**src/rtl/mult_seq.sv**
```systemverilog
// Iterative shift-add multiplier for MULT/MULTU: one product bit per cycle,
// signed operands are reduced to magnitudes and the sign is reapplied in FIX.
module mult_seq #(
  parameter int WIDTH = 32
) (
  input  logic             clk,
  input  logic             reset,
  input  logic             start,
  input  logic             is_signed,
  input  logic [WIDTH-1:0] a,
  input  logic [WIDTH-1:0] b,
  output logic             busy,
  output logic             done,
  output logic [WIDTH-1:0] hi,
  output logic [WIDTH-1:0] lo
);
  localparam logic [1:0] IDLE = 2'd0;
  localparam logic [1:0] RUN  = 2'd1;
  localparam logic [1:0] FIX  = 2'd2;
  localparam int CW = (WIDTH > 1) ? $clog2(WIDTH) : 1;
  localparam logic [CW-1:0] LAST = CW'(WIDTH - 1);

  logic [1:0]         state;
  logic [WIDTH-1:0]   mag_a;
  logic [WIDTH-1:0]   mag_b;
  logic [WIDTH-1:0]   acc;
  logic               neg;
  logic [CW-1:0]      cnt;
  logic [WIDTH:0]     sum;
  logic [2*WIDTH-1:0] prod;

  // acc holds the upper product half; mag_b shifts out multiplier bits and
  // shifts in finished low product bits, so {acc,mag_b} is the product after WIDTH steps.
  always_comb begin
    sum  = {1'b0, acc} + (mag_b[0] ? {1'b0, mag_a} : {(WIDTH+1){1'b0}});
    prod = {acc, mag_b};
  end

  assign busy = (state != IDLE);

  always_ff @(posedge clk) begin
    if (reset) begin
      state <= IDLE;
      mag_a <= '0;
      mag_b <= '0;
      acc   <= '0;
      neg   <= 1'b0;
      cnt   <= '0;
      done  <= 1'b0;
      hi    <= '0;
      lo    <= '0;
    end else begin
      done <= 1'b0;
      case (state)
        IDLE: if (start) begin
          // |-2^(W-1)| wraps to itself, which is the correct unsigned magnitude
          mag_a <= (is_signed && a[WIDTH-1]) ? -a : a;
          mag_b <= (is_signed && b[WIDTH-1]) ? -b : b;
          neg   <= is_signed & (a[WIDTH-1] ^ b[WIDTH-1]);
          acc   <= '0;
          cnt   <= '0;
          state <= RUN;
        end
        RUN: begin
          acc   <= sum[WIDTH:1];
          mag_b <= {sum[0], mag_b[WIDTH-1:1]};
          cnt   <= cnt + 1'b1;
          if (cnt == LAST) state <= FIX;
        end
        FIX: begin
          {hi, lo} <= neg ? -prod : prod;
          done     <= 1'b1;
          state    <= IDLE;
        end
        default: state <= IDLE;
      endcase
    end
  end
endmodule

```
**config.mk**
```make
export PLATFORM = sky130hd
export DESIGN_NAME = mult_seq
export DESIGN_NICKNAME = d
export VERILOG_FILES = /design/src/rtl/mult_seq.sv
export SDC_FILE = /design/constraint.sdc
export NUM_CORES = 1
export LEC_CHECK = 0
export CAP_MARGIN = 20
export CORE_MARGIN = 2
export CORE_UTILIZATION = 45
export DETAILED_ROUTE_END_ITERATION = 10
export PLACE_DENSITY = 0.67
export SLEW_MARGIN = 25
export SYNTH_ARGS = -nofsm -noshare
export SYNTH_HDL_FRONTEND = slang
export SYNTH_SLANG_ARGS = --single-unit
```
**constraint.sdc**
```tcl
create_clock -name clk -period 5.9 [get_ports clk]
set_clock_uncertainty 0.1 [all_clocks]
set_input_delay 1.18 -clock clk [delete_from_list [all_inputs] [get_ports clk]]
set_output_delay 1.18 -clock clk [all_outputs]
set_load 0.01 [all_outputs]
```
=== After elaboration in Yosys (flattened, before gate mapping) ===
Index checks and enable logic that the tools add are counted.

* Bits in latches: 0
* Input port bits: 68
* Word-level logic and storage cells: 43
* Memories kept: 0
* Output and inout bits: 66
* Bits in writable memories: 0
* Register bits: 169
* Memory bits (read-only): 0

* Bitwise logic cells: 2
* Add/sub/neg operators: 5
* Multiply operators: 0
* Shifts and indexed selects: 0
* $lt $le $gt $ge: 0
* Mux-type cells: 14
* Reductions and logical operators: 8
* Divide/modulo/power cells: 0
* Equality and inequality tests: 5

{| class="wikitable"
|+ Operator list
! cell !! count
|-
| 2-to-1 mux 32 bit || 5
|-
| case mux 32 bit (2 select lines) || 2
|-
| 2-to-1 mux 64 bit || 1
|-
| negator 32 bit || 2
|-
| negator 64 bit || 1
|-
| adder 32 x 32 -> 33 bit || 1
|-
| case mux 5 bit (2 select lines) || 1
|-
| AND reduction 2 bit || 3
|-
| adder 5 x 1 -> 5 bit (second input constant) || 1
|-
| equality test 5 bit (second input constant) || 1
|-
| 2-to-1 mux 5 bit || 1
|-
| 2-to-1 mux 2 bit || 2
|-
| != test 2 bit (second input constant) || 2
|-
| case mux 2 bit (2 select lines) || 1
|-
| nonzero test 2 bit || 2
|-
| equality test 2 x 1 -> 1 bit (second input constant) || 1
|-
| equality test 2 bit (second input constant) || 1
|-
| logical AND 1 bit || 2
|-
| zero test 2 bit || 1
|-
| bitwise AND 1 bit || 1
|-
| 2-to-1 mux 1 bit || 1
|-
| XOR 1 bit || 1
|}

=== Logic depth before layout (Yosys ltp) ===
Gate-level depths: netlist (run 1).

* Depth after elaboration: 4
* Gate-level depth with buffers: 13
* Gate-level depth less buffers: 11

=== Least setup slack after synthesis (run 1) ===
OpenSTA, ideal clock, no wires.

* Kind: input to register
* From: input port a[6]
* To: register mag_a[29]
* Path slack: 2.731 ns
* Data required time: 5.714 ns
* Buffers on the path: 0
* Arrival: 2.984 ns
* Stages: 7
* Library setup time: 0.086 ns
* Cell sequence: or4_1 > or3_1 > nor2_1 > nand3_1 > o41ai_1 > xor2_1 > a211oi_1

* Word-level cells in the longest chain between the ends: 2

{| class="wikitable"
|+ Ends and longest elaborated chain
! item !! line !! source
|-
| start, declared || 10 || <nowiki>input logic [WIDTH-1:0] a,</nowiki>
|-
| negator 32 bit || 57 || <nowiki>mag_a <= (is_signed && a[WIDTH-1]) ? -a : a;</nowiki>
|-
| 2-to-1 mux 32 bit || 57 ||
|-
| end signal, assigned || 57 ||
|-
| end, declared || 24 || <nowiki>logic [WIDTH-1:0] mag_a;</nowiki>
|}

Every way passes these cells.
A chain may end at the register's enable or synchronous reset.

=== Worst setup path after layout (run 1) ===
* From: register mag_b[0]
* To: register acc[29]

* Word-level cells in the longest chain between the ends: 3

{| class="wikitable"
|+ Ends and longest elaborated chain
! item !! line !! source
|-
| start, declared || 25 || <nowiki>logic [WIDTH-1:0] mag_b;</nowiki>
|-
| start signal, assigned || 58 || <nowiki>mag_b <= (is_signed && b[WIDTH-1]) ? -b : b;</nowiki>
|-
| start signal, assigned || 66 || <nowiki>mag_b <= {sum[0], mag_b[WIDTH-1:1]};</nowiki>
|-
| 2-to-1 mux 32 bit || 35 || <nowiki>sum = {1'b0, acc} + (mag_b[0] ? {1'b0, mag_a} : {(WIDTH+1){1'b0}});</nowiki>
|-
| adder 32 x 32 -> 33 bit || 35 ||
|-
| case mux 32 bit (2 select lines) || 54 || <nowiki>case (state)</nowiki>
|-
| end signal, assigned || 65 || <nowiki>acc <= sum[WIDTH:1];</nowiki>
|-
| end, declared || 26 || <nowiki>logic [WIDTH-1:0] acc;</nowiki>
|}

Every way passes these cells.

==> reports/metrics.yaml, run 1 <==
status: "complete, no violations"
cts_resized: 0
postPlaceCellArea_sq_um: 11980
core-area_sq_um: 22780
crit_arrival_ns: 3.86
crit_fanout: 37
htreeDepth: 4
fillers: 2195
synth_most_common_cell: "dfxtp_1"
floorplan.initialDensity_pct: 46.01
die_h_um: 156.6
routedWlPerCell_um: 16.38
end_kind: "flop"
cts_root_buf: "clkbuf_16"
drive_above_1_share_pct: 4.990
rows: 55
post-route-drc-count: 0
slew_headroom_pct: 37.99
gp_congestion: 0.9415
grt.total_usage_pct: 23.47
cts_buffers: 17
clock_latency_ns: 0.43
synth.top_cell.area_share_pct: 32.28
worstHoldPathCells: 2
drv_slew: 0
min_from: "hi[31]"
grt_setup_unrepaired: "no"
ios: 134
worst_pin_slew_ns: 0.9301
path_class: "reg2reg"
worstRegToRegCells: 12
fin_area_sq_um: 12560
n_antenna_cell: 0
hold_end: "hi[31]"
synth-edff-count: 0
grt_max_degree: 85
critPathBufInv: 2
yosys_most_used_dff: "dfxtp_1"
critPathMostFrequentCell: "a211oi_1"
cts_buffer_depth: 2
port_buffers: 133
finalCritPeriodShare_pct: 61.69
yosys.area.top_type: "dfxtp_1"
async_flop_share_pct: 0
post_cts_buffers: 0
critPathLaunchType: "flop"
clk_pin_slew_ns: 0.07
avgViaCountPerCell: 5.650
postSynthCellCount: 1349
ys_ff_latch: 169
wl_um: 28770
maxCapViolations: 0
final_hold_viol_count: 0
cp_data_required_time_ns: 6.12
worstHoldPathType: "reg2reg"
ctsHoldBuffers: 0
cp_top_family: "compound AO/OA/AOI/OAI gates"
die_w_um: 156.6
cts.sinks: 169
crit_chain: "buf_4 > and2_1 > ha_1 > inv_1 > fa_1 > nor2b_1 > o2111ai_1 > a21boi_0 > a211oi_1 > o31ai_1 > a211oi_1 > a311o_1"
antenna_found_initial: 0
reg2reg_from: "mag_b[0]"
fin_setup_tns_ns: 0
ys_seq_area_share_pct: 32.28
netlist-cell-type-count: 63
ir_drop_mv: 0.1403
setup_ws_ns: 2.260
cts_tree: "built"
dieArea_sq_um: 24530
grt_pass1_wl_um: 46150
final_antenna_net_count: 0
critPathMaxStageDelay_ns: 0.53
syn_area_sq_um: 10480
grt_overflow_total: 0
regToRegEndpoint: "acc[29]"
synth_common_cells: "169 x dfxtp_1, 142 x nand2_1, 130 x nor2_1"
syn_avg_cell_area_sq_um: 7.769
p_leak_nw: 4.531
syn-num-nets: 1455
ys_top_cells_by_area: "dfxtp_1 32%, xor2_1 7.5%, nand2_1 5.1%"
r2r_slack_ns: 2.26
cp_slowest_cell: "a21boi_0"
grt_pass1_vias: 8784
via_count: 9921
fmax_mhz: 274.7
power.density_nw_per_um2: 222.5
synth.yosys.warnings: 0
period_minus_slack_ns: 3.640
place_ws_ns: 1.978
nNetsFinal: 1536
setup_viol: 0
drtIter0Drc: 696
synthToLayoutAreaGrowth_pct: 19.85
drtPass1Iterations: 5
hpwl_um: 21790
==> per-layer routing <==
layer	part of all wire, %	global-route usage (%)	vias up
met1	52	36.66	4528
met5	0	0	-
met3	6.0	2.852	32
met4	1.4	6.509	0
met2	41	33.44	326
li1	-	-	5035
==> worst max-delay path by stage <==
| stage | start | to | depth (start not counted) |
|---|---|---|---|
| global route | mag_b[0] | acc[29] | 12 |
| global placement | b[0] | mag_b[28] | 9 |
| finish | mag_b[0] | acc[29] | 12 |
| detailed placement | b[0] | mag_b[28] | 9 |
| CTS | mag_b[0] | acc[29] | 12 |
| floorplan | a[6] | mag_a[29] | 7 |
==> tightest hold or removal path, cell delays in order, from the launching register on <==
cell	delay, ns
dfxtp_1	0.31
nand2_1	0.05
o21ai_1	0.05
==> area by class of cell <==
| type | count | area, sq um | share of cell area [%] |
|---|---|---|---|
| Multi-Input combinational cell | 1069 | 6686 | 53.23 |
| Sequential cell | 169 | 3385 | 26.94 |
| Timing Repair Buffer | 144 | 1411 | 11.24 |
| Clock buffer | 17 | 425.4 | 3.387 |
| Tap cell | 313 | 391.6 | 3.118 |
| Clock inverter | 15 | 152.6 | 1.215 |
| Inverter | 29 | 108.9 | 0.8666 |
==> placed cells by master (no fill, tap or decap), drive strengths merged, types with 3 or more instances in the layout <==
cell type      count
nand2            143
xnor2             46
o211ai             3
nand4b             4
a22oi             32
clkbuf            17
and3               7
and2              41
nand2b            10
a211oi            54
inv               38
or3               21
clkdlybuf4s50    132
buf               12
clkinv             3
nand3             36
nor3              28
mux2i              4
ha                37
a21o               9
a311oi             5
o21bai             5
nand4             14
xor2              90
nor4              13
dfxtp            169
a21oi            101
or2                6
o41ai             14
o31ai             33
o21ai            107
or4               13
nor2b             12
a31oi             10
o2111ai            4
a22o               3
o22ai             11
nor2             130
==> per-stage QoR <==
step | cells | total power, mW | utilization (%) | hold WS, ns
after CTS | 1756 | 2.807 | 55.13 | 0.3551
final | 1756 | 2.794 | 55.14 | 0.3487
after global placement | 1724 | 1.693 | 52.59 | 0.3362
after floorplan | 1349 | 1.543 | - | 0.3273
after global routing | 1756 | 2.915 | 55.14 | 0.3720
after detailed placement | 1724 | 1.699 | 52.59 | 0.3410
==> cell families after synthesis <==
logic type,Yosys count,share of synthesized area (%)
buffers and inverters,111,4.155
xor gates and xnor gates,136,11.37
and+or+nand+nor,487,22.76
AOI/OAI and AO/OA,404,24.45
DFF,169,32.28
muxes,4,0.3821
adders and majority gates,38,4.608
==> flip-flops by register name, indices dropped and copies added, names as in the netlist <==
signal and count:
neg 1, acc 32, mag_a 32, state 2, hi 32, mag_b 32, cnt 5, done 1
lo 32
==> report_power, final <==
part | internal (mW) | switching, mW | total (mW) | leakage (nW)
Combinational | 0.178 | 0.264 | 0.442 | 2.87
Sequential | 1.18 | 0.0532 | 1.24 | 1.37
Clock | 0.599 | 0.518 | 1.12 | 0.283
Note: power is estimated with default switching activity, not from simulation.
==> run 2, diff against run 1 <==
Clock period 5.9 ns to 3.7 ns, I/O delays scaled along.
==> reports/metrics.yaml, run 2 (same netlist as run 1, synthesis figures left out) <==
drv_slew: 0  # unchanged
ios: 134  # unchanged
hold_end: "hi[26]"
fillers: 2201  # +0.27%
grt_setup_unrepaired: "no"
synthToLayoutAreaGrowth_pct: 21.61
reg2reg_from: "mag_b[0]"
internal-power_mw: 3.146  # +61%
wl_um: 28830  # +0.20%
end_kind: "flop"
cts_buffers: 17  # unchanged
ir_drop_mv: 0.2458  # +75%
fmax_mhz: 305.0  # +11%
fin_util_pct: 55.95  # +0.81 points
drive_above_1_share_pct: 6.220  # +1.2 points
min_from: "hi[26]"
drtIter0Drc: 667  # -4.2%
slew_headroom_pct: 36.45  # -1.5 points
final_hold_viol_count: 0  # unchanged
gp_congestion: 0.9513  # +1.0%
setup_ws_ns: 0.4215  # -1.839 ns
core-area_sq_um: 22780  # unchanged
p_switching_mw: 1.359  # +63%
cts.sinks: 169  # unchanged
crit_fanout: 3  # -92%
finalCritPeriodShare_pct: 88.61  # +27 points
worstHoldPathType: "reg2reg"
power_mw: 4.505  # +61%
n_antenna_cell: 0  # unchanged
die_h_um: 156.6  # unchanged
p_leak_nw: 4.652  # +2.7%
floorplan.initialDensity_pct: 46.01  # unchanged
dieArea_sq_um: 24530  # unchanged
cts_tree: "built"
grt_overflow_total: 0  # unchanged
cts_root_buf: "clkbuf_16"
p_clk_share_pct: 40.5  # +0.5 points
topRoutingLayerUsed: "met4"
seqPwrFrac_pct: 43.6  # -0.6 points
fin_setup_tns_ns: 0  # unchanged
place_inst: 1744  # +1.2%
seqCellArea_sq_um: 3385  # unchanged
antenna_found_initial: 0  # unchanged
htreeDepth: 4  # unchanged
final_antenna_net_count: 0  # unchanged
power.density_nw_per_um2: 353.5  # +59%
stdcell_count: 1776  # +1.1%
regToRegEndpoint: "acc[29]"
r2r_slack_ns: 0.42  # -1.84 ns
cp_data_required_time_ns: 3.92  # -2.20 ns
place_ws_ns: 0.2655  # -1.713 ns
rows: 55  # unchanged
clock_latency_ns: 0.43  # about the same
status: "complete, no violations"
postPlaceCellArea_sq_um: 12140  # +1.4%
grt_pass1_vias: 8711  # -0.83%
cts_resized: 0  # unchanged
crit_arrival_ns: 3.50  # -0.36 ns
mostFrequentLayoutCells: "168 x dfxtp_1, 142 x nand2_1, 132 x clkdlybuf4s50_1"
grt_max_degree: 85  # unchanged
post_cts_buffers: 0  # unchanged
avgViaCountPerCell: 5.538  # -2.0%
worstRegToRegCells: 11  # -1
routedWlPerCell_um: 16.23  # -0.93%
path_class: "reg2reg"
multiInputGateArea_sq_um: 6683  # about the same
nNetsFinal: 1556  # +1.3%
drtPass1Iterations: 5  # unchanged
post-route-drc-count: 0  # unchanged
ctsHoldBuffers: 0  # unchanged
route.met2.wl_um: 11730  # -0.34%
grt.total_usage_pct: 23.27  # -0.20 points
fin_area_sq_um: 12740  # +1.5%
wl_met3_um: 1396  # -19%
die_w_um: 156.6  # unchanged
met1_length_um: 15250  # +2.6%
clk_pin_slew_ns: 0.07  # about the same
worst_hold_slack_ns: 0.3492  # +0.0004870 ns
p_sw_share_pct: 30.17  # +0.28 points
worstHoldPathCells: 2  # unchanged
critPathLaunchType: "flop"
setup_viol: 0  # unchanged
grt_pass1_wl_um: 45980  # -0.37%
cts_buffer_depth: 2  # unchanged
hpwl_um: 22070  # +1.3%
combPwrFrac_pct: 15.8  # about the same
maxCapViolations: 0  # unchanged
via_count: 9836  # -0.86%
period_minus_slack_ns: 3.278  # -0.3615 ns
port_buffers: 133  # unchanged
final_common_cell: "dfxtp_1"
worst_pin_slew_ns: 0.9532  # +0.02313 ns
## run 2: cell types whose count changed in the layout (fill, tap and decap cells not counted), moves of 2 or more
cell,change
inv_6,-3
clkinv_8,+2
buf_4,+19
inv_8,+2
## run 2: layout make-up
class                      count  area share, %
inverter                      29         0.8541
timing repair buffer         164          12.35
tap                          313          3.073
clock inverter                15          1.394
multi-input combinational   1069          52.43
clock buffer                  17          3.338
sequential                   169          26.56
## run 2: how the worst max path moves through the flow
stage	from	end	slack (ns)
after floorplan	mag_b[0]	acc[29]	0.55
after global placement	a[6]	mag_a[29]	0.34
after detailed placement	a[6]	mag_a[29]	0.27
after CTS	mag_b[0]	acc[29]	0.45
after global routing	mag_b[0]	acc[29]	0.21
final	mag_b[0]	acc[29]	0.42
## run 2: worst max-delay path, stage by stage (launching register included)
cell,delay [ns]
dfxtp_1,0.35
and2_1,0.16
ha_1,0.18
inv_1,0.06
fa_1,0.37
nor2b_1,0.20
o2111ai_1,0.16
a21boi_0,0.41
a211oi_1,0.20
o31ai_1,0.53
a211oi_1,0.16
a311o_1,0.29
## run 2: layer usage
layer / up-vias / global-route usage, %
met5: - / 0
met2: 243 / 33.08
met1: 4486 / 36.18
met3: 32 / 3.379
met4: 0 / 6.160
li1: 5075 / -
## run 2: power by group through the flow
stage	logic [mW]	clock network, mW	registers (mW)
after floorplan	0.488	0	1.97
after global placement	0.700	0	2.00
after detailed placement	0.709	0	2.01
after CTS	0.711	1.86	1.96
after global routing	0.787	1.93	1.98
final	0.714	1.83	1.97
